<file path="config.mk">
export PLATFORM = sky130hd
export DESIGN_NAME = iq_symbol_demod_flat
export DESIGN_NICKNAME = d
export VERILOG_FILES = /design/src/rtl/iq_symbol_demod_if.sv /design/src/rtl/iq_symbol_demod.sv /design/src/flat_wrapper.sv
export SDC_FILE = /design/constraint.sdc
export NUM_CORES = 1
export LEC_CHECK = 0
export BUFFER_PORTS_ARGS = -buffer_cell sky130_fd_sc_hd__buf_2
export CELL_PAD_IN_SITES_DETAIL_PLACEMENT = 0
export CELL_PAD_IN_SITES_GLOBAL_PLACEMENT = 1
export CORE_MARGIN = 5
export CORE_UTILIZATION = 36
export DETAILED_ROUTE_END_ITERATION = 6
export HOLD_SLACK_MARGIN = 0.06
export PLACE_DENSITY_LB_ADDON = 0.1
export SETUP_SLACK_MARGIN = 0.5
export SYNTH_ARGS = -nofsm -noshare
export SYNTH_HDL_FRONTEND = slang
export SYNTH_SLANG_ARGS = --single-unit
</file>
<file path="constraint.sdc">
create_clock -name clk -period 4.1 [get_ports clk]
set_input_delay 0.82 -clock clk [delete_from_list [all_inputs] [get_ports clk]]
set_output_delay 0.82 -clock clk [all_outputs]
set_load 0.03 [all_outputs]
</file>
<file path="src/rtl/iq_symbol_demod_if.sv">
// Sample/LO stream into the I/Q symbol demodulator and the recovered symbol
// stream out of it. The master drives samples; the slave is the demodulator.
interface iq_symbol_demod_if;
    logic [15:0] rx_in;
    logic        rx_valid;
    logic [7:0]  lo_i;
    logic [7:0]  lo_q;
    logic        sym_start;
    logic [1:0]  i_sym;
    logic [1:0]  q_sym;
    logic        sym_valid;

    modport master (
        output rx_in, rx_valid, lo_i, lo_q, sym_start,
        input  i_sym, q_sym, sym_valid
    );

    modport slave (
        input  rx_in, rx_valid, lo_i, lo_q, sym_start,
        output i_sym, q_sym, sym_valid
    );
endinterface

</file>
<file path="src/rtl/iq_symbol_demod.sv">
// Coherent I/Q integrate-and-dump demodulator: mix each sample with the LO,
// integrate over SPS accepted samples and slice each integral to +1/-1/erasure.
module iq_symbol_demod #(
    parameter int SPS    = 16,
    parameter int THRESH = 0
) (
    input  logic              clk,
    input  logic              rst_n,
    iq_symbol_demod_if.slave  bus
);
    localparam int CNT_W = $clog2(SPS);
    localparam int ACC_W = 24 + CNT_W;
    localparam logic signed [ACC_W:0] THR = (ACC_W+1)'(THRESH);

    logic [CNT_W-1:0]         cnt;
    logic [CNT_W-1:0]         idx;
    logic                     idx_first;
    logic                     idx_last;

    logic signed [23:0]       rx_ext;
    logic signed [23:0]       lo_i_ext;
    logic signed [23:0]       lo_q_ext;

    logic signed [23:0]       p_i;
    logic signed [23:0]       p_q;
    logic                     pv;
    logic                     first_r;
    logic                     last_r;

    logic signed [ACC_W-1:0]  acc_i;
    logic signed [ACC_W-1:0]  acc_q;
    logic signed [ACC_W-1:0]  sum_i;
    logic signed [ACC_W-1:0]  sum_q;

    logic [1:0]               i_sym;
    logic [1:0]               q_sym;
    logic                     sym_valid;

    // sym_start re-anchors the current sample as index 0 of a fresh symbol.
    assign idx       = bus.sym_start ? '0 : cnt;
    assign idx_first = (idx == '0);
    assign idx_last  = (idx == CNT_W'(SPS - 1));

    assign rx_ext   = 24'($signed(bus.rx_in));
    assign lo_i_ext = 24'($signed(bus.lo_i));
    assign lo_q_ext = 24'($signed(bus.lo_q));

    always_ff @(posedge clk or negedge rst_n) begin
        if (!rst_n) begin
            cnt     <= '0;
            p_i     <= '0;
            p_q     <= '0;
            pv      <= 1'b0;
            first_r <= 1'b0;
            last_r  <= 1'b0;
        end else begin
            pv <= bus.rx_valid;
            if (bus.rx_valid) begin
                p_i     <= rx_ext * lo_i_ext;
                p_q     <= rx_ext * lo_q_ext;
                first_r <= idx_first;
                last_r  <= idx_last;
                cnt     <= idx_last ? '0 : idx + 1'b1;
            end
        end
    end

    // A first sample restarts the sum, dropping any partial symbol left behind by a resync.
    assign sum_i = first_r ? ACC_W'(p_i) : acc_i + ACC_W'(p_i);
    assign sum_q = first_r ? ACC_W'(p_q) : acc_q + ACC_W'(p_q);

    function automatic logic [1:0] slice(input logic signed [ACC_W-1:0] s);
        logic signed [ACC_W:0] se;
        logic [1:0]            code;
        se = (ACC_W+1)'(s);
        if (se > THR)
            code = 2'b01;
        else if (se < -THR)
            code = 2'b11;
        else
            code = 2'b00;
        return code;
    endfunction

    always_ff @(posedge clk or negedge rst_n) begin
        if (!rst_n) begin
            acc_i     <= '0;
            acc_q     <= '0;
            i_sym     <= 2'b00;
            q_sym     <= 2'b00;
            sym_valid <= 1'b0;
        end else begin
            sym_valid <= 1'b0;
            if (pv) begin
                acc_i <= last_r ? '0 : sum_i;
                acc_q <= last_r ? '0 : sum_q;
                if (last_r) begin
                    i_sym     <= slice(sum_i);
                    q_sym     <= slice(sum_q);
                    sym_valid <= 1'b1;
                end
            end
        end
    end

    assign bus.i_sym     = i_sym;
    assign bus.q_sym     = q_sym;
    assign bus.sym_valid = sym_valid;
endmodule
</file>
<file path="src/flat_wrapper.sv">
// flat-port wrapper written by rule: the top's interface ports become plain ports
module iq_symbol_demod_flat 
#(
    parameter int SPS    = 16,
    parameter int THRESH = 0
)
  (clk, rst_n, bus_rx_in, bus_rx_valid, bus_lo_i, bus_lo_q, bus_sym_start, bus_i_sym, bus_q_sym, bus_sym_valid);
  iq_symbol_demod_if bus_i ();
  input  logic clk;
  input  logic rst_n;
  input wire logic [$bits(bus_i.rx_in)-1:0] bus_rx_in;
  input wire logic [$bits(bus_i.rx_valid)-1:0] bus_rx_valid;
  input wire logic [$bits(bus_i.lo_i)-1:0] bus_lo_i;
  input wire logic [$bits(bus_i.lo_q)-1:0] bus_lo_q;
  input wire logic [$bits(bus_i.sym_start)-1:0] bus_sym_start;
  output wire logic [$bits(bus_i.i_sym)-1:0] bus_i_sym;
  output wire logic [$bits(bus_i.q_sym)-1:0] bus_q_sym;
  output wire logic [$bits(bus_i.sym_valid)-1:0] bus_sym_valid;
  assign bus_i.rx_in = bus_rx_in;
  assign bus_i.rx_valid = bus_rx_valid;
  assign bus_i.lo_i = bus_lo_i;
  assign bus_i.lo_q = bus_lo_q;
  assign bus_i.sym_start = bus_sym_start;
  assign bus_i_sym = bus_i.i_sym;
  assign bus_q_sym = bus_i.q_sym;
  assign bus_sym_valid = bus_i.sym_valid;
  iq_symbol_demod #(.SPS(SPS), .THRESH(THRESH)) u_core (.clk(clk), .rst_n(rst_n), .bus(bus_i));
endmodule
</file>
## Word-level counts from Yosys, hierarchy flattened

Index checks and enable logic that the tools add are counted.

- Reduce and logical (&&, ||, !) cells: 2
- Bitwise gates (word level): 0
- Shifts and indexed selects: 0
- Equal/unequal tests: 1
- Divide/modulo/power cells: 0
- $add $sub $neg: 3
- Multiplexer cells: 12
- $mul: 2
- Order comparisons: 4

Operator list:

| kind | count |
|---|---|
| $mux 28 | 4 |
| $add 28x24->28 | 2 |
| $gt 28x1->1 const B | 2 |
| $lt 28x1->1 const B | 2 |
| $mul 16x8->24 | 2 |
| $mux 2 | 4 |
| $mux 4 | 2 |
| $add 4x1->4 const B | 1 |
| $eq 4x4->1 const B | 1 |
| $logic_not 4->1 | 1 |
| $mux 1 | 2 |
| $reduce_and 2->1 | 1 |

- Output and inout bits: 5
- Latch bits: 0
- Word-level logic and storage cells: 35
- Memories kept: 0
- RAM bits: 0
- Register bits after elaboration: 116
- ROM bits: 0
- Input port bits: 36

## Longest topological paths before layout

Gate-level depths: netlist (run 1).

- Word-level depth: 5
- Mapped depth: 22
- Depth with buffers taken out: 21

## Least setup slack after synthesis (run 1)

OpenSTA, ideal clock, no wires.

- Kind: input-to-reg
- Start point: input port bus_lo_q[7]
- End point: register u_core.p_q[22]
- Required time: 3.975 ns
- Setup slack: -1.369 ns
- Stages on the path: 20
- Library setup time: 0.125 ns
- Arrival time: 5.344 ns
- Buffers on the path: 1
- Cell sequence: inv_1 > buf_1 > fa_1 > fa_1 > inv_1 > fa_1 > inv_1 > fa_1 > inv_1 > ha_1 > o21ai_0 > a21boi_0 > o21ai_1 > a211oi_1 > nor3_1 > nor3_1 > or3_1 > a31oi_1 > xnor2_1 > mux2_2

- Longest elaborated chain between the ends: 1

Ends and longest elaborated chain:

| element | line | source |
|---|---|---|
| from (decl) | flat_wrapper.sv:14 | `input wire logic [$bits(bus_i.lo_q)-1:0] bus_lo_q;` |
| $mul 16x8->24 | iq_symbol_demod.sv:60 | `p_q <= rx_ext * lo_q_ext;` |
| to (signal assigned) | iq_symbol_demod.sv:60 |  |
| to (decl) | iq_symbol_demod.sv:25 | `logic signed [23:0] p_q;` |

No other way between the ends.
A chain may end at the register's enable or synchronous reset.

## Worst setup path in the final report (run 1)

- Start point: input port bus_rx_in[6]
- End point: register u_core.p_i[19]

- Longest elaborated chain between the ends: 1

Ends and longest elaborated chain:

| element | line | source |
|---|---|---|
| from (decl) | flat_wrapper.sv:11 | `input wire logic [$bits(bus_i.rx_in)-1:0] bus_rx_in;` |
| $mul 16x8->24 | iq_symbol_demod.sv:59 | `p_i <= rx_ext * lo_i_ext;` |
| to (signal assigned) | iq_symbol_demod.sv:59 |  |
| to (decl) | iq_symbol_demod.sv:24 | `logic signed [23:0] p_i;` |

No other way between the ends.

==> results of run 1 <==
==> power breakdown <==
part           leakage, nW  internal, W  total [W]  switching, W
Clock                0.279     0.000933    0.00154      0.000608
Combinational         8.69      0.00738     0.0146       0.00723
Sequential            1.41      0.00170    0.00220      0.000500
Total                 10.4       0.0100     0.0183       0.00833
==> registers in the layout, indices dropped and copies added, names as in the netlist, 2 cells and up <==
name,flops
u_core.p_q,24
u_core.cnt,4
u_core.bus.q_sym,2
u_core.acc_q,28
u_core.acc_i,28
u_core.p_i,24
u_core.bus.i_sym,2
==> area by class of cell <==
cell class                 instances  share of cell area
multi-input combinational       1361               0.628
timing repair buffer             288               0.119
tap                              607              0.0349
clock inverter                    13             0.00691
clock buffer                      19              0.0208
sequential                       116               0.134
inverter                         329              0.0571
==> metal layers <==
layer	routed length [µm]	vias to the layer above	track usage
li1	-	6659	-
met1	23700	6517	0.275
met2	20300	162	0.287
met3	970	33	0.0112
met4	599	0	0.0438
met5	0	-	0
==> path summary, 6_finish.rpt <==
| path | from | endpoint |
|---|---|---|
| setup / recovery | bus_rx_in[6] | u_core.p_i[19] |
| hold / removal | rst_n | u_core.acc_i[10] |
| setup reg to reg | u_core.p_i[0] | u_core.bus.i_sym[0] |
| hold reg to reg | u_core.bus.i_sym[1] | u_core.bus.i_sym[1] |
| max in group asynchronous | rst_n | u_core.pv |
| min in group clk | u_core.bus.i_sym[1] | u_core.bus.i_sym[1] |
==> Yosys cell counts, types with 4 or more instances <==
master	count
a211oi_1	22
nand3b_1	5
nand4_1	10
o21ai_0	62
nor3_1	14
nand4b_1	4
nor2_1	78
and2_1	181
or3_1	18
mux2i_1	15
o21a_1	8
o21ai_1	12
o21bai_1	5
a221o_1	4
xnor2_1	62
a211o_1	5
fa_1	208
ha_1	146
o211ai_1	5
a21o_1	37
nand2_1	121
nand3_1	30
o31ai_1	12
a21boi_0	4
nand2b_1	13
and3_1	11
mux2_2	38
a21oi_1	62
xor2_1	22
a31o_2	11
a21oi_2	5
clkbuf_1	58
dfrtp_1	116
o22ai_1	39
clkbuf_8	7
inv_1	328
nor2b_1	14
a31oi_1	9
==> worst max-delay path: stages <==
cell and delay, ps:
buf_8 110, buf_12 120, nand2_2 60, fa_1 430, fa_1 530, inv_2 50
fa_1 530, inv_1 50, fa_1 490, inv_2 50, ha_4 220, inv_2 50
o21ai_2 60, a21oi_2 150, o21ai_2 80, a211o_1 330, o221a_4 260, buf_6 120
a21oi_4 180, o21ai_2 80, xor2_1 140, mux2_4 250
==> cell families (layout without fill, tap and decap cells) <==
logic type,Yosys count,in the layout,share of synthesized area
AOI/OAI and AO/OA,346,346,0.141
xor gates and xnor gates,84,84,0.0433
adders and majority gates,354,354,0.353
buffers and inverters,399,649,0.0928
DFF,116,116,0.171
muxes,54,54,0.0349
and+or+nand+nor,523,523,0.164
==> timing repair <==
action,CTS,global route
cloned,0,1
resized for setup,168,117
endpoints found under the setup margin,38,38
setup buffers,28,16
pin swaps,95,92
==> per-stage QoR <==
step | cell area (µm²) | instances | TNS (ps) | util | hold slack [ps]
2_1_floorplan | 17500 | 1876 | -15230 | - | 461
3_3_place_gp | 19600 | 2656 | -30140 | 0.420 | 503
3_5_place_dp | 19600 | 2656 | -31740 | 0.420 | 506
4_1_cts | 21100 | 2716 | -12490 | 0.452 | 280
5_1_grt | 21700 | 2733 | -17780 | 0.466 | 303
6_report | 21700 | 2733 | -13380 | 0.466 | 286
==> qor.json, run 1 <==
{
  "route": {
    "post-route-drc-count": 0,
    "post_drt_wl_per_cell_um": 16.7,
    "antenna_left": 0,
    "drtIter0Drc": 566,
    "detail_route.wirelength_um": 45500,
    "routed_via_density": 4.89,
    "drt_pass1_iterations": 5,
    "vias": 13400
  },
  "clock_tree": {
    "ctsHoldBuffers": 0,
    "cts_buffer_depth": 2,
    "cts_num_sinks": 116,
    "worst_skew_pair.late_latency_ps": 440,
    "cts_tree": "yes",
    "cts-buffers-inserted": 17,
    "cts.htree.levels": 4,
    "cts.reportedPaths.clkPinSlew_ps": 60,
    "clock_tree.root_cell": "clkbuf_16"
  },
  "global_routing": {
    "grt_pass1_vias": 14100,
    "global_route_wire_length_before_repair_um": 75900,
    "grt_start_max_net_pins": 75,
    "grt_use_total": 0.182,
    "antenna_violations_before_repair": 0,
    "globalRouteOverflowTotal": 0
  },
  "finish": {
    "layout_common_cells": "inv_1 (297), buf_4 (200), fa_1 (198), and2_1 (150), dfrtp_1 (114)",
    "commonest_non_fill_non_tap_cell_in_the_layout": "inv_1",
    "multi_input_comb_area_um2": 13700,
    "n_antenna_cell": 0,
    "fill_cells": 4646,
    "drive_gt1_frac": 0.286,
    "final_nets": 2503,
    "regArea_um2": 2910,
    "syn_to_final_growth_pct": 28.0
  },
  "die": {
    "start_util": 0.364,
    "core_area_um2": 46700,
    "die_y_um": 227,
    "num_rows": 79,
    "die_area_um2": 51600,
    "die_width_um": 227,
    "io_pins": 41
  },
  "synth": {
    "post_synth_num_cell_types": 88,
    "dominantRegCellSynth": "dfrtp_1",
    "synth_area_leader_cell": "fa_1",
    "ys_ff_latch": 116,
    "synth_area_leaders": "fa_1 (25%), dfrtp_1 (17%), ha_1 (11%), inv_1 (7.2%), and2_1 (6.7%)",
    "total_standard_cell_area_after_synthesis_um2": 17000,
    "yosysTopAreaCellShare": 0.245,
    "synth_sequential_area_ratio": 0.171,
    "synthesis.instances": 1876,
    "synth-edff-count": 0,
    "synth.yosys.warnings": 0,
    "synth_area_per_cell_um2": 9.06,
    "async_flop_share": 1.00,
    "net_count_synth": 2266
  },
  "sta": {
    "max_slew_margin": 0.432,
    "clock-skew-final_ps": 9.96,
    "max_fclk_mhz": 207,
    "hold_violations": 0,
    "fin_crit_sh": 1.18,
    "post-route-min-period_ps": 4840,
    "worst-slew-pin-transition_ps": 851,
    "drv_slew": 0,
    "grt_setup_unrepaired": "yes",
    "layout_setup_ws_ps": -736,
    "setup_viol_count_final": 28
  },
  "power": {
    "power.leakage_nw": 10.4,
    "vdd.ir_drop.worst_mv": 0.356,
    "fin_total_pwr_w": 0.0183,
    "cellPowerDensity_nw_per_um2": 844
  },
  "setup_path": {
    "worst-endpoint-required_ps": 4410,
    "setup.worst_path.start_class": "input port",
    "logic_depth_of_the_worst_register_to_register_path": 14,
    "worst-r2r-setup-slack_ps": 550,
    "critPathMaxFanout": 6,
    "critPathCaptureType": "register",
    "criticalPathCategory": "in2reg",
    "crit_arrival_ps": 5150
  },
  "placement": {
    "port-buffer-count": 40,
    "post-dp-hpwl_um": 36500,
    "routability_driven_placement_congestion_ratio": 0.849,
    "place_ws_ps": -1430
  },
  "min_path": {
    "hp-class": "in2async"
  },
  "run": {
    "max_cap_violations": 0
  },
  "outcome": {
    "violations": "negative setup slack",
    "outcome": "complete, but fails checks"
  }
}
Power figures use the tool's default switching activity.
==> run 2, diff against run 1 <==
==> constraint.sdc (replaced) <==
create_clock -name clk -period 6 [get_ports clk]
set_input_delay 1.2 -clock clk [delete_from_list [all_inputs] [get_ports clk]]
set_output_delay 1.2 -clock clk [all_outputs]
set_load 0.03 [all_outputs]
==> qor.json, run 2 (same netlist as run 1, synthesis figures left out) <==
{
  "setup_path": {
    "critPathMaxStageDelay": {"value": 510, "unit": "ps", "change": "was 530 ps"},
    "critPathCaptureType": {"value": "register", "change": "unchanged"},
    "rr_endpoint": {"value": "u_core.bus.i_sym[0]", "change": "unchanged"},
    "setup.worst_path.start_class": {"value": "input port", "change": "unchanged"},
    "setup.worst_path.end": {"value": "u_core.p_i[23]", "change": "was u_core.p_i[19]"},
    "reg2reg_from": {"value": "u_core.p_i[0]", "change": "unchanged"},
    "worstPathCellList": {"value": "buf_2 -> nand2_1 -> fa_1 -> fa_1 -> inv_1 -> fa_1 -> inv_1 -> fa_1 -> inv_1 -> ha_4 -> inv_1 -> o21ai_1 -> a21oi_2 -> o21ai_1 -> a211o_1 -> o221a_4 -> a211oi_1 -> o41a_1 -> xnor2_1 -> mux2_2", "change": "was buf_8 -> buf_12 -> nand2_2 -> fa_1 -> fa_1 -> inv_2 -> fa_1 -> inv_1 -> fa_1 -> inv_2 -> ha_4 -> inv_2 -> o21ai_2 -> a21oi_2 -> o21ai_2 -> a211o_1 -> o221a_4 -> buf_6 -> a21oi_4 -> o21ai_2 -> xor2_1 -> mux2_4"},
    "cp.buffers_inverters": {"value": 5, "change": "was 7"},
    "critical_path_cell_count": {"value": 20, "change": "was 22"},
    "cp-startpoint": {"value": "bus_lo_i[5]", "change": "was bus_rx_in[6]"},
    "logic_depth_of_the_worst_register_to_register_path": {"value": 13, "change": "was 14"},
    "critical_path.top_delay_family": {"value": "adder cells", "change": "unchanged"},
    "worst-endpoint-required": {"value": 6330, "unit": "ps", "change": "was 4410 ps"},
    "critPathMaxFanout": {"value": 16, "change": "was 6"},
    "slowest_stage": {"value": "fa_1", "change": "unchanged"},
    "crit_arrival": {"value": 5660, "unit": "ps", "change": "was 5150 ps"},
    "criticalPathCategory": {"value": "in2reg", "change": "unchanged"},
    "worst-r2r-setup-slack": {"value": 2120, "unit": "ps", "change": "was 550 ps"}
  },
  "placement": {
    "dp_cells": {"value": 2497, "change": "was 2656"},
    "post_dp_cell_area": {"value": 18000, "unit": "µm²", "change": "was 19600 µm²"},
    "port-buffer-count": {"value": 40, "change": "unchanged"},
    "routability_driven_placement_congestion_ratio": {"value": 0.819, "change": "was 0.849"},
    "post-dp-hpwl": {"value": 34700, "unit": "µm", "change": "was 36500 µm"}
  },
  "run": {
    "max_cap_violations": {"value": 0, "change": "unchanged"}
  },
  "finish": {
    "layout_common_cells": {"value": "inv_1 (327), fa_1 (207), and2_1 (181), ha_1 (140), nand2_1 (121)", "change": "was inv_1 (297), buf_4 (200), fa_1 (198), and2_1 (150), dfrtp_1 (114)"},
    "drive_gt1_frac": {"value": 0.121, "change": "was 0.286"},
    "postLayoutCellArea": {"value": 18700, "unit": "µm²", "change": "was 21700 µm²"},
    "fin_cells": {"value": 2532, "change": "was 2733"},
    "final_nets": {"value": 2302, "change": "was 2503"},
    "regArea": {"value": 2910, "unit": "µm²", "change": "unchanged"},
    "syn_to_final_growth": {"value": 10.3, "unit": "%", "change": "was 28.0%"},
    "fill_cells": {"value": 4792, "change": "was 4646"},
    "n_antenna_cell": {"value": 0, "change": "unchanged"},
    "multi_input_comb_area": {"value": 12700, "unit": "µm²", "change": "was 13700 µm²"},
    "layout.core_utilization": {"value": 0.402, "change": "was 0.466"},
    "commonest_non_fill_non_tap_cell_in_the_layout": {"value": "inv_1", "change": "unchanged"},
    "reg.largest.list": {"value": "u_core.acc_i (28), u_core.acc_q (28)", "change": "unchanged"}
  },
  "global_routing": {
    "global_route_wire_length_before_repair": {"value": 73400, "unit": "µm", "change": "was 75900 µm"},
    "grt_use_total": {"value": 0.177, "change": "was 0.182"},
    "grt_start_max_net_pins": {"value": 75, "change": "unchanged"},
    "globalRouteOverflowTotal": {"value": 0, "change": "unchanged"},
    "antenna_violations_before_repair": {"value": 0, "change": "unchanged"},
    "grt_pass1_vias": {"value": 13400, "change": "was 14100"}
  },
  "power": {
    "power.combinational.fraction": {"value": 0.759, "change": "was 0.796"},
    "internal_power": {"value": 0.00530, "unit": "W", "change": "was 0.0100 W"},
    "cellPowerDensity": {"value": 553, "unit": "nW/µm²", "change": "was 844 nW/µm²"},
    "vdd.ir_drop.worst": {"value": 0.206, "unit": "mV", "change": "was 0.356 mV"},
    "power_frac_seq": {"value": 0.143, "change": "was 0.120"},
    "power.switching_fraction": {"value": 0.488, "change": "was 0.454"},
    "power.net_switching": {"value": 0.00505, "unit": "W", "change": "was 0.00833 W"},
    "share_clk_of_total_power": {"value": 0.098, "change": "was 0.084"},
    "power.leakage": {"value": 9.02, "unit": "nW", "change": "was 10.4 nW"}
  },
  "die": {
    "die_width": {"value": 227, "unit": "µm", "change": "unchanged"},
    "core_area": {"value": 46700, "unit": "µm²", "change": "unchanged"},
    "start_util": {"value": 0.364, "change": "unchanged"},
    "num_rows": {"value": 79, "change": "unchanged"},
    "die_area": {"value": 51600, "unit": "µm²", "change": "unchanged"},
    "die_y": {"value": 227, "unit": "µm", "change": "unchanged"},
    "io_pins": {"value": 41, "change": "unchanged"}
  },
  "sta": {
    "grt_setup_unrepaired": {"value": "no", "change": "was yes"},
    "fin_worst_hold_slack": {"value": 520, "unit": "ps", "change": "was 286 ps"},
    "fin_crit_sh": 0.889,
    "clock-skew-final": {"value": 15.5, "unit": "ps", "change": "was 9.96 ps"},
    "setup_viol_count_final": {"value": 0, "change": "was 28"},
    "max_fclk_mhz": 187,
    "post-route-min-period_ps": 5330,
    "worst-slew-pin-transition": {"value": 861, "unit": "ps", "change": "was 851 ps"},
    "drv_slew": {"value": 0, "change": "unchanged"},
    "tns": {"value": 0, "unit": "ps", "change": "was -13380 ps"},
    "max_slew_margin": {"value": 0.425, "change": "was 0.432"},
    "hold_violations": {"value": 0, "change": "unchanged"}
  },
  "outcome": {
    "outcome": {"value": "finished, final reports clean", "change": "was complete, but fails checks"}
  },
  "route": {
    "antenna_left": {"value": 0, "change": "unchanged"},
    "routed_via_density": {"value": 5.03, "change": "was 4.89"},
    "vias": {"value": 12700, "change": "was 13400"},
    "detail_route.wirelength": {"value": 43600, "unit": "µm", "change": "was 45500 µm"},
    "post-route-drc-count": {"value": 0, "change": "unchanged"},
    "post_drt_wl_per_cell": {"value": 17.2, "unit": "µm", "change": "was 16.7 µm"},
    "drt_pass1_iterations": {"value": 4, "change": "was 5"},
    "drtIter0Drc": {"value": 606, "change": "was 566"}
  },
  "min_path": {
    "hp-class": {"value": "reg2reg", "change": "was in2async"}
  },
  "clock_tree": {
    "cts.htree.levels": {"value": 4, "change": "unchanged"},
    "cts_tree": {"value": "yes", "change": "unchanged"},
    "worst_skew_pair.late_latency": {"value": 440, "unit": "ps", "change": "about the same"},
    "cts-buffers-inserted": {"value": 17, "change": "unchanged"},
    "ctsHoldBuffers": {"value": 0, "change": "unchanged"},
    "clock_tree.root_cell": {"value": "clkbuf_16", "change": "unchanged"},
    "cts.reportedPaths.clkPinSlew": {"value": 60, "unit": "ps", "change": "about the same"},
    "cts_num_sinks": {"value": 116, "change": "unchanged"},
    "cts_buffer_depth": {"value": 2, "change": "unchanged"}
  }
}
-- run 2: cell count changes in the layout (fill, tap and decap cells not counted), sizes merged --
cell | previous run | this run
buf | 283 | 82
bufinv | 2 | 1
clkinvlp | 6 | 3
inv | 331 | 336
clkbuf | 24 | 23
-- run 2: worst min-delay path by stage --
| stage | slack, ps | cells past startpoint | to | from |
|---|---|---|---|---|
| after CTS | 520 | 1 | u_core.acc_i[24] | u_core.acc_i[24] |
| after global placement | 500 | 1 | u_core.acc_i[24] | u_core.acc_i[24] |
| after floorplan | 460 | 2 | u_core.p_q[18] | u_core.p_q[18] |
| after detailed placement | 510 | 1 | u_core.acc_i[26] | u_core.acc_i[26] |
| after global routing | 550 | 1 | u_core.acc_i[24] | u_core.acc_i[24] |
| final | 520 | 1 | u_core.acc_i[24] | u_core.acc_i[24] |
-- run 2: routing by layer --
layer,share of wire,up-vias,global-route usage
li1,-,6245,-
met1,0.53,6300,0.272
met2,0.44,160,0.273
met3,0.024,22,0.0186
met4,0.0070,0,0.0301
met5,0,-,0
-- run 2: repair_timing --
item                                    4_1_cts  5_1_grt
resized for setup                             0       45
setup buffers                                 0        3
endpoints found under the setup margin        0       15
-- run 2: power groups by stage --
stage / combinational (W) / clock, W / sequential [W]
detailed placement: 0.00769 / 0 / 0.00150
CTS: 0.00774 / 0.00106 / 0.00149
floorplan: 0.00605 / 0 / 0.00137
finish: 0.00786 / 0.00102 / 0.00148
global placement: 0.00767 / 0 / 0.00149
global route: 0.00892 / 0.00109 / 0.00154
-- run 2: final cells by class --
class,instances,share of cell area
timing repair buffer,87,0.0316
multi-input combinational,1361,0.676
clock buffer,18,0.0234
tap,607,0.0405
inverter,329,0.0661
clock inverter,14,0.00748
sequential,116,0.155
-- run 2: worst reg2reg max path, stage by stage (launching register included) --
cell and delay (ps):
dfrtp_1 410, ha_1 240, fa_1 420, a21o_1 210, a221oi_2 480, o211ai_2 190, xor2_1 170, mux2i_1 180
o211ai_1 130, a2111oi_2 460, nand4_1 220, and4b_1 290, and4b_1 250, a31oi_1 90
-- run 2: stage by stage --
step | total power (W) | worst slack, ps
finish | 0.0104 | 665
global route | 0.0115 | 501
CTS | 0.0103 | 507
detailed placement | 0.00919 | 36.9
global placement | 0.00916 | 72.4
floorplan | 0.00742 | 489
==> run 3, diff against run 2 <==
--- a/config.mk
+++ b/config.mk
@@ -10,6 +10,7 @@
 export CELL_PAD_IN_SITES_GLOBAL_PLACEMENT = 1
 export CORE_MARGIN = 5
 export CORE_UTILIZATION = 36
+export CTS_BUF_LIST = sky130_fd_sc_hd__clkbuf_4 sky130_fd_sc_hd__clkbuf_8
 export DETAILED_ROUTE_END_ITERATION = 6
 export HOLD_SLACK_MARGIN = 0.06
 export PLACE_DENSITY_LB_ADDON = 0.1
==> qor.json, run 3 (same netlist as run 1, synthesis figures left out) <==
{
  "die": {
    "die_width": {"value": 227, "unit": "µm", "change": "unchanged"},
    "die_area": {"value": 51600, "unit": "µm²", "change": "unchanged"},
    "io_pins": {"value": 41, "change": "unchanged"},
    "start_util": {"value": 0.364, "change": "unchanged"},
    "num_rows": {"value": 79, "change": "unchanged"},
    "die_y": {"value": 227, "unit": "µm", "change": "unchanged"},
    "core_area": {"value": 46700, "unit": "µm²", "change": "unchanged"}
  },
  "setup_path": {
    "critPathMaxFanout": {"value": 12, "change": "was 16"},
    "top_cell_by_count_worst_path": "fa_1",
    "critPathMaxStageDelay": {"value": 550, "unit": "ps", "change": "was 510 ps"},
    "setup.worst_path.start_class": {"value": "input port", "change": "unchanged"},
    "cp.buffers_inverters": {"value": 4, "change": "was 5"},
    "critical_path.top_delay_family": {"value": "adder cells", "change": "unchanged"},
    "slowest_stage": {"value": "fa_1", "change": "unchanged"},
    "worst-endpoint-required": {"value": 6360, "unit": "ps", "change": "was 6330 ps"},
    "criticalPathCategory": {"value": "in2reg", "change": "unchanged"},
    "critPathCaptureType": {"value": "register", "change": "unchanged"},
    "worstPathCellList": {"value": "clkbuf_4 -> buf_4 -> and2_1 -> fa_1 -> fa_1 -> fa_1 -> inv_1 -> fa_1 -> inv_1 -> ha_1 -> and3_1 -> a211o_1 -> o221a_2 -> a211o_1 -> a21oi_2 -> xnor2_1 -> mux2_2", "change": "was buf_2 -> nand2_1 -> fa_1 -> fa_1 -> inv_1 -> fa_1 -> inv_1 -> fa_1 -> inv_1 -> ha_4 -> inv_1 -> o21ai_1 -> a21oi_2 -> o21ai_1 -> a211o_1 -> o221a_4 -> a211oi_1 -> o41a_1 -> xnor2_1 -> mux2_2"},
    "crit_arrival": {"value": 5720, "unit": "ps", "change": "was 5660 ps"}
  },
  "route": {
    "post-route-drc-count": {"value": 0, "change": "unchanged"},
    "drtIter0Drc": {"value": 618, "change": "was 606"},
    "vias": {"value": 12700, "change": "about the same"},
    "detail_route.wirelength": {"value": 43500, "unit": "µm", "change": "was 43600 µm"},
    "wl_met1": {"value": 22800, "unit": "µm", "change": "was 23000 µm"},
    "uppermost_layer_routed": {"value": "met4", "change": "unchanged"},
    "met3RoutedLength": {"value": 1100, "unit": "µm", "change": "was 1040 µm"},
    "antenna_left": {"value": 0, "change": "unchanged"},
    "routed_via_density": {"value": 5.02, "change": "was 5.03"},
    "post_drt_wl_per_cell": {"value": 17.2, "unit": "µm", "change": "about the same"},
    "detailroute.wirelength.met2": {"value": 19200, "unit": "µm", "change": "about the same"},
    "drt_pass1_iterations": {"value": 5, "change": "was 4"}
  },
  "sta": {
    "drv_slew": {"value": 0, "change": "unchanged"},
    "tns": {"value": 0, "unit": "ps", "change": "unchanged"},
    "clock-skew-final": {"value": 19.0, "unit": "ps", "change": "was 15.5 ps"},
    "max_fclk": {"value": 187, "unit": "MHz", "change": "about the same"},
    "setup_viol_count_final": {"value": 0, "change": "unchanged"},
    "hold_violations": {"value": 0, "change": "unchanged"},
    "worst-slew-pin-transition": {"value": 874, "unit": "ps", "change": "was 861 ps"},
    "max_slew_margin": {"value": 0.417, "change": "was 0.425"},
    "grt_setup_unrepaired": {"value": "no", "change": "unchanged"},
    "post-route-min-period": {"value": 5360, "unit": "ps", "change": "was 5330 ps"},
    "fin_crit_sh": {"value": 0.893, "change": "was 0.889"}
  },
  "finish": {
    "final_nets": {"value": 2300, "change": "was 2302"},
    "commonest_non_fill_non_tap_cell_in_the_layout": {"value": "inv_1", "change": "unchanged"},
    "postLayoutCellArea": {"value": 18500, "unit": "µm²", "change": "was 18700 µm²"},
    "layout_common_cells": {"value": "inv_1 (327), fa_1 (208), and2_1 (181), ha_1 (143), nand2_1 (121)", "change": "was inv_1 (327), fa_1 (207), and2_1 (181), ha_1 (140), nand2_1 (121)"},
    "syn_to_final_growth": {"value": 8.75, "unit": "%", "change": "was 10.3%"},
    "reg.largest.list": {"value": "u_core.acc_i (28), u_core.acc_q (28)", "change": "unchanged"},
    "drive_gt1_frac": {"value": 0.116, "change": "was 0.121"},
    "fill_cells": {"value": 4826, "change": "was 4792"}
  },
  "global_routing": {
    "global_route_wire_length_before_repair": {"value": 73300, "unit": "µm", "change": "was 73400 µm"},
    "grt_use_total": {"value": 0.176, "change": "was 0.177"},
    "antenna_violations_before_repair": {"value": 1, "change": "was 0"},
    "grt_pass1_vias": {"value": 13400, "change": "about the same"},
    "grt_start_max_net_pins": {"value": 75, "change": "unchanged"},
    "globalRouteOverflowTotal": {"value": 0, "change": "unchanged"}
  },
  "clock_tree": {
    "cts_buffer_depth": {"value": 2, "change": "unchanged"},
    "cts.reportedPaths.clkPinSlew": {"value": 80, "unit": "ps", "change": "was 60 ps"},
    "worst_skew_pair.late_latency": {"value": 480, "unit": "ps", "change": "was 440 ps"},
    "cts_tree": {"value": "yes", "change": "unchanged"},
    "ctsHoldBuffers": {"value": 0, "change": "unchanged"},
    "cts.htree.levels": {"value": 4, "change": "unchanged"},
    "cts-buffers-inserted": {"value": 17, "change": "unchanged"},
    "clock_tree.root_cell": {"value": "clkbuf_8", "change": "was clkbuf_16"},
    "cts_num_sinks": {"value": 116, "change": "unchanged"}
  },
  "placement": {
    "post_dp_cell_area": {"value": 18000, "unit": "µm²", "change": "unchanged"},
    "post-dp-hpwl": {"value": 34700, "unit": "µm", "change": "unchanged"},
    "port-buffer-count": {"value": 40, "change": "unchanged"},
    "routability_driven_placement_congestion_ratio": {"value": 0.819, "change": "unchanged"}
  },
  "outcome": {
    "outcome": {"value": "finished, final reports clean", "change": "unchanged"}
  },
  "power": {
    "power.leakage": {"value": 8.91, "unit": "nW", "change": "was 9.02 nW"},
    "fin_total_pwr": {"value": 0.0100, "unit": "W", "change": "was 0.0104 W"},
    "cellPowerDensity": {"value": 541, "unit": "nW/µm²", "change": "was 553 nW/µm²"},
    "vdd.ir_drop.worst": {"value": 0.206, "unit": "mV", "change": "about the same"}
  },
  "min_path": {
    "hp-class": {"value": "reg2reg", "change": "unchanged"}
  },
  "run": {
    "max_cap_violations": {"value": 0, "change": "unchanged"}
  }
}
run 3: metal layers:
| layer | global-route usage | vias to the layer above |
|---|---|---|
| met3 | 0.0168 | 26 |
| met2 | 0.272 | 154 |
| met4 | 0.0345 | 0 |
| li1 | - | 6225 |
| met1 | 0.271 | 6305 |
| met5 | 0 | - |
run 3: where the power goes:
group	internal, W	switching (W)	leakage (nW)
clock	0.000350	0.000394	0.194
combinational	0.00350	0.00428	7.31
sequential	0.00116	0.000321	1.41
total	0.00501	0.00499	8.91
run 3: layout make-up:
type / instances / area [µm²] / share of cell area
diodes: 1 / 2.50 / 0.000135
flip-flops and latches: 116 / 2910 / 0.157
well taps: 607 / 759 / 0.0411
clock inverters: 14 / 140 / 0.00759
inverters: 329 / 1240 / 0.0671
multi-input cells: 1361 / 12600 / 0.683
clock buffers: 18 / 248 / 0.0134
repair buffers: 85 / 567 / 0.0307
run 3: metrics by stage:
| step | util | hold WS, ps | instances | worst slack (ps) |
|---|---|---|---|---|
| after floorplan | - | 461 | 1876 | 489 |
| after global placement | 0.386 | 504 | 2497 | 72.4 |
| after detailed placement | 0.386 | 507 | 2497 | 36.9 |
| after CTS | 0.394 | 526 | 2529 | 569 |
| after global routing | 0.396 | 555 | 2531 | 492 |
| final | 0.396 | 525 | 2531 | 643 |
run 3: path summary, 6_finish.rpt:
path / from / end / slack [ps] / cells after the start
min reg2reg: u_core.acc_i[24] / u_core.acc_i[24] / 530 / 1
max: bus_rx_in[4] / u_core.p_i[21] / 640 / 17
max reg2reg: u_core.p_i[0] / u_core.bus.i_sym[0] / 2130 / 13
min: u_core.acc_i[24] / u_core.acc_i[24] / 530 / 1
min in group asynchronous: rst_n / u_core.acc_i[5] / 610 / 1
max in group asynchronous: rst_n / u_core.p_q[8] / 4360 / 2
run 3: repair_timing:
action                     CTS  global route
setup endpoints to repair    0            14
gates resized for setup      0            30
buffers inserted             0             1
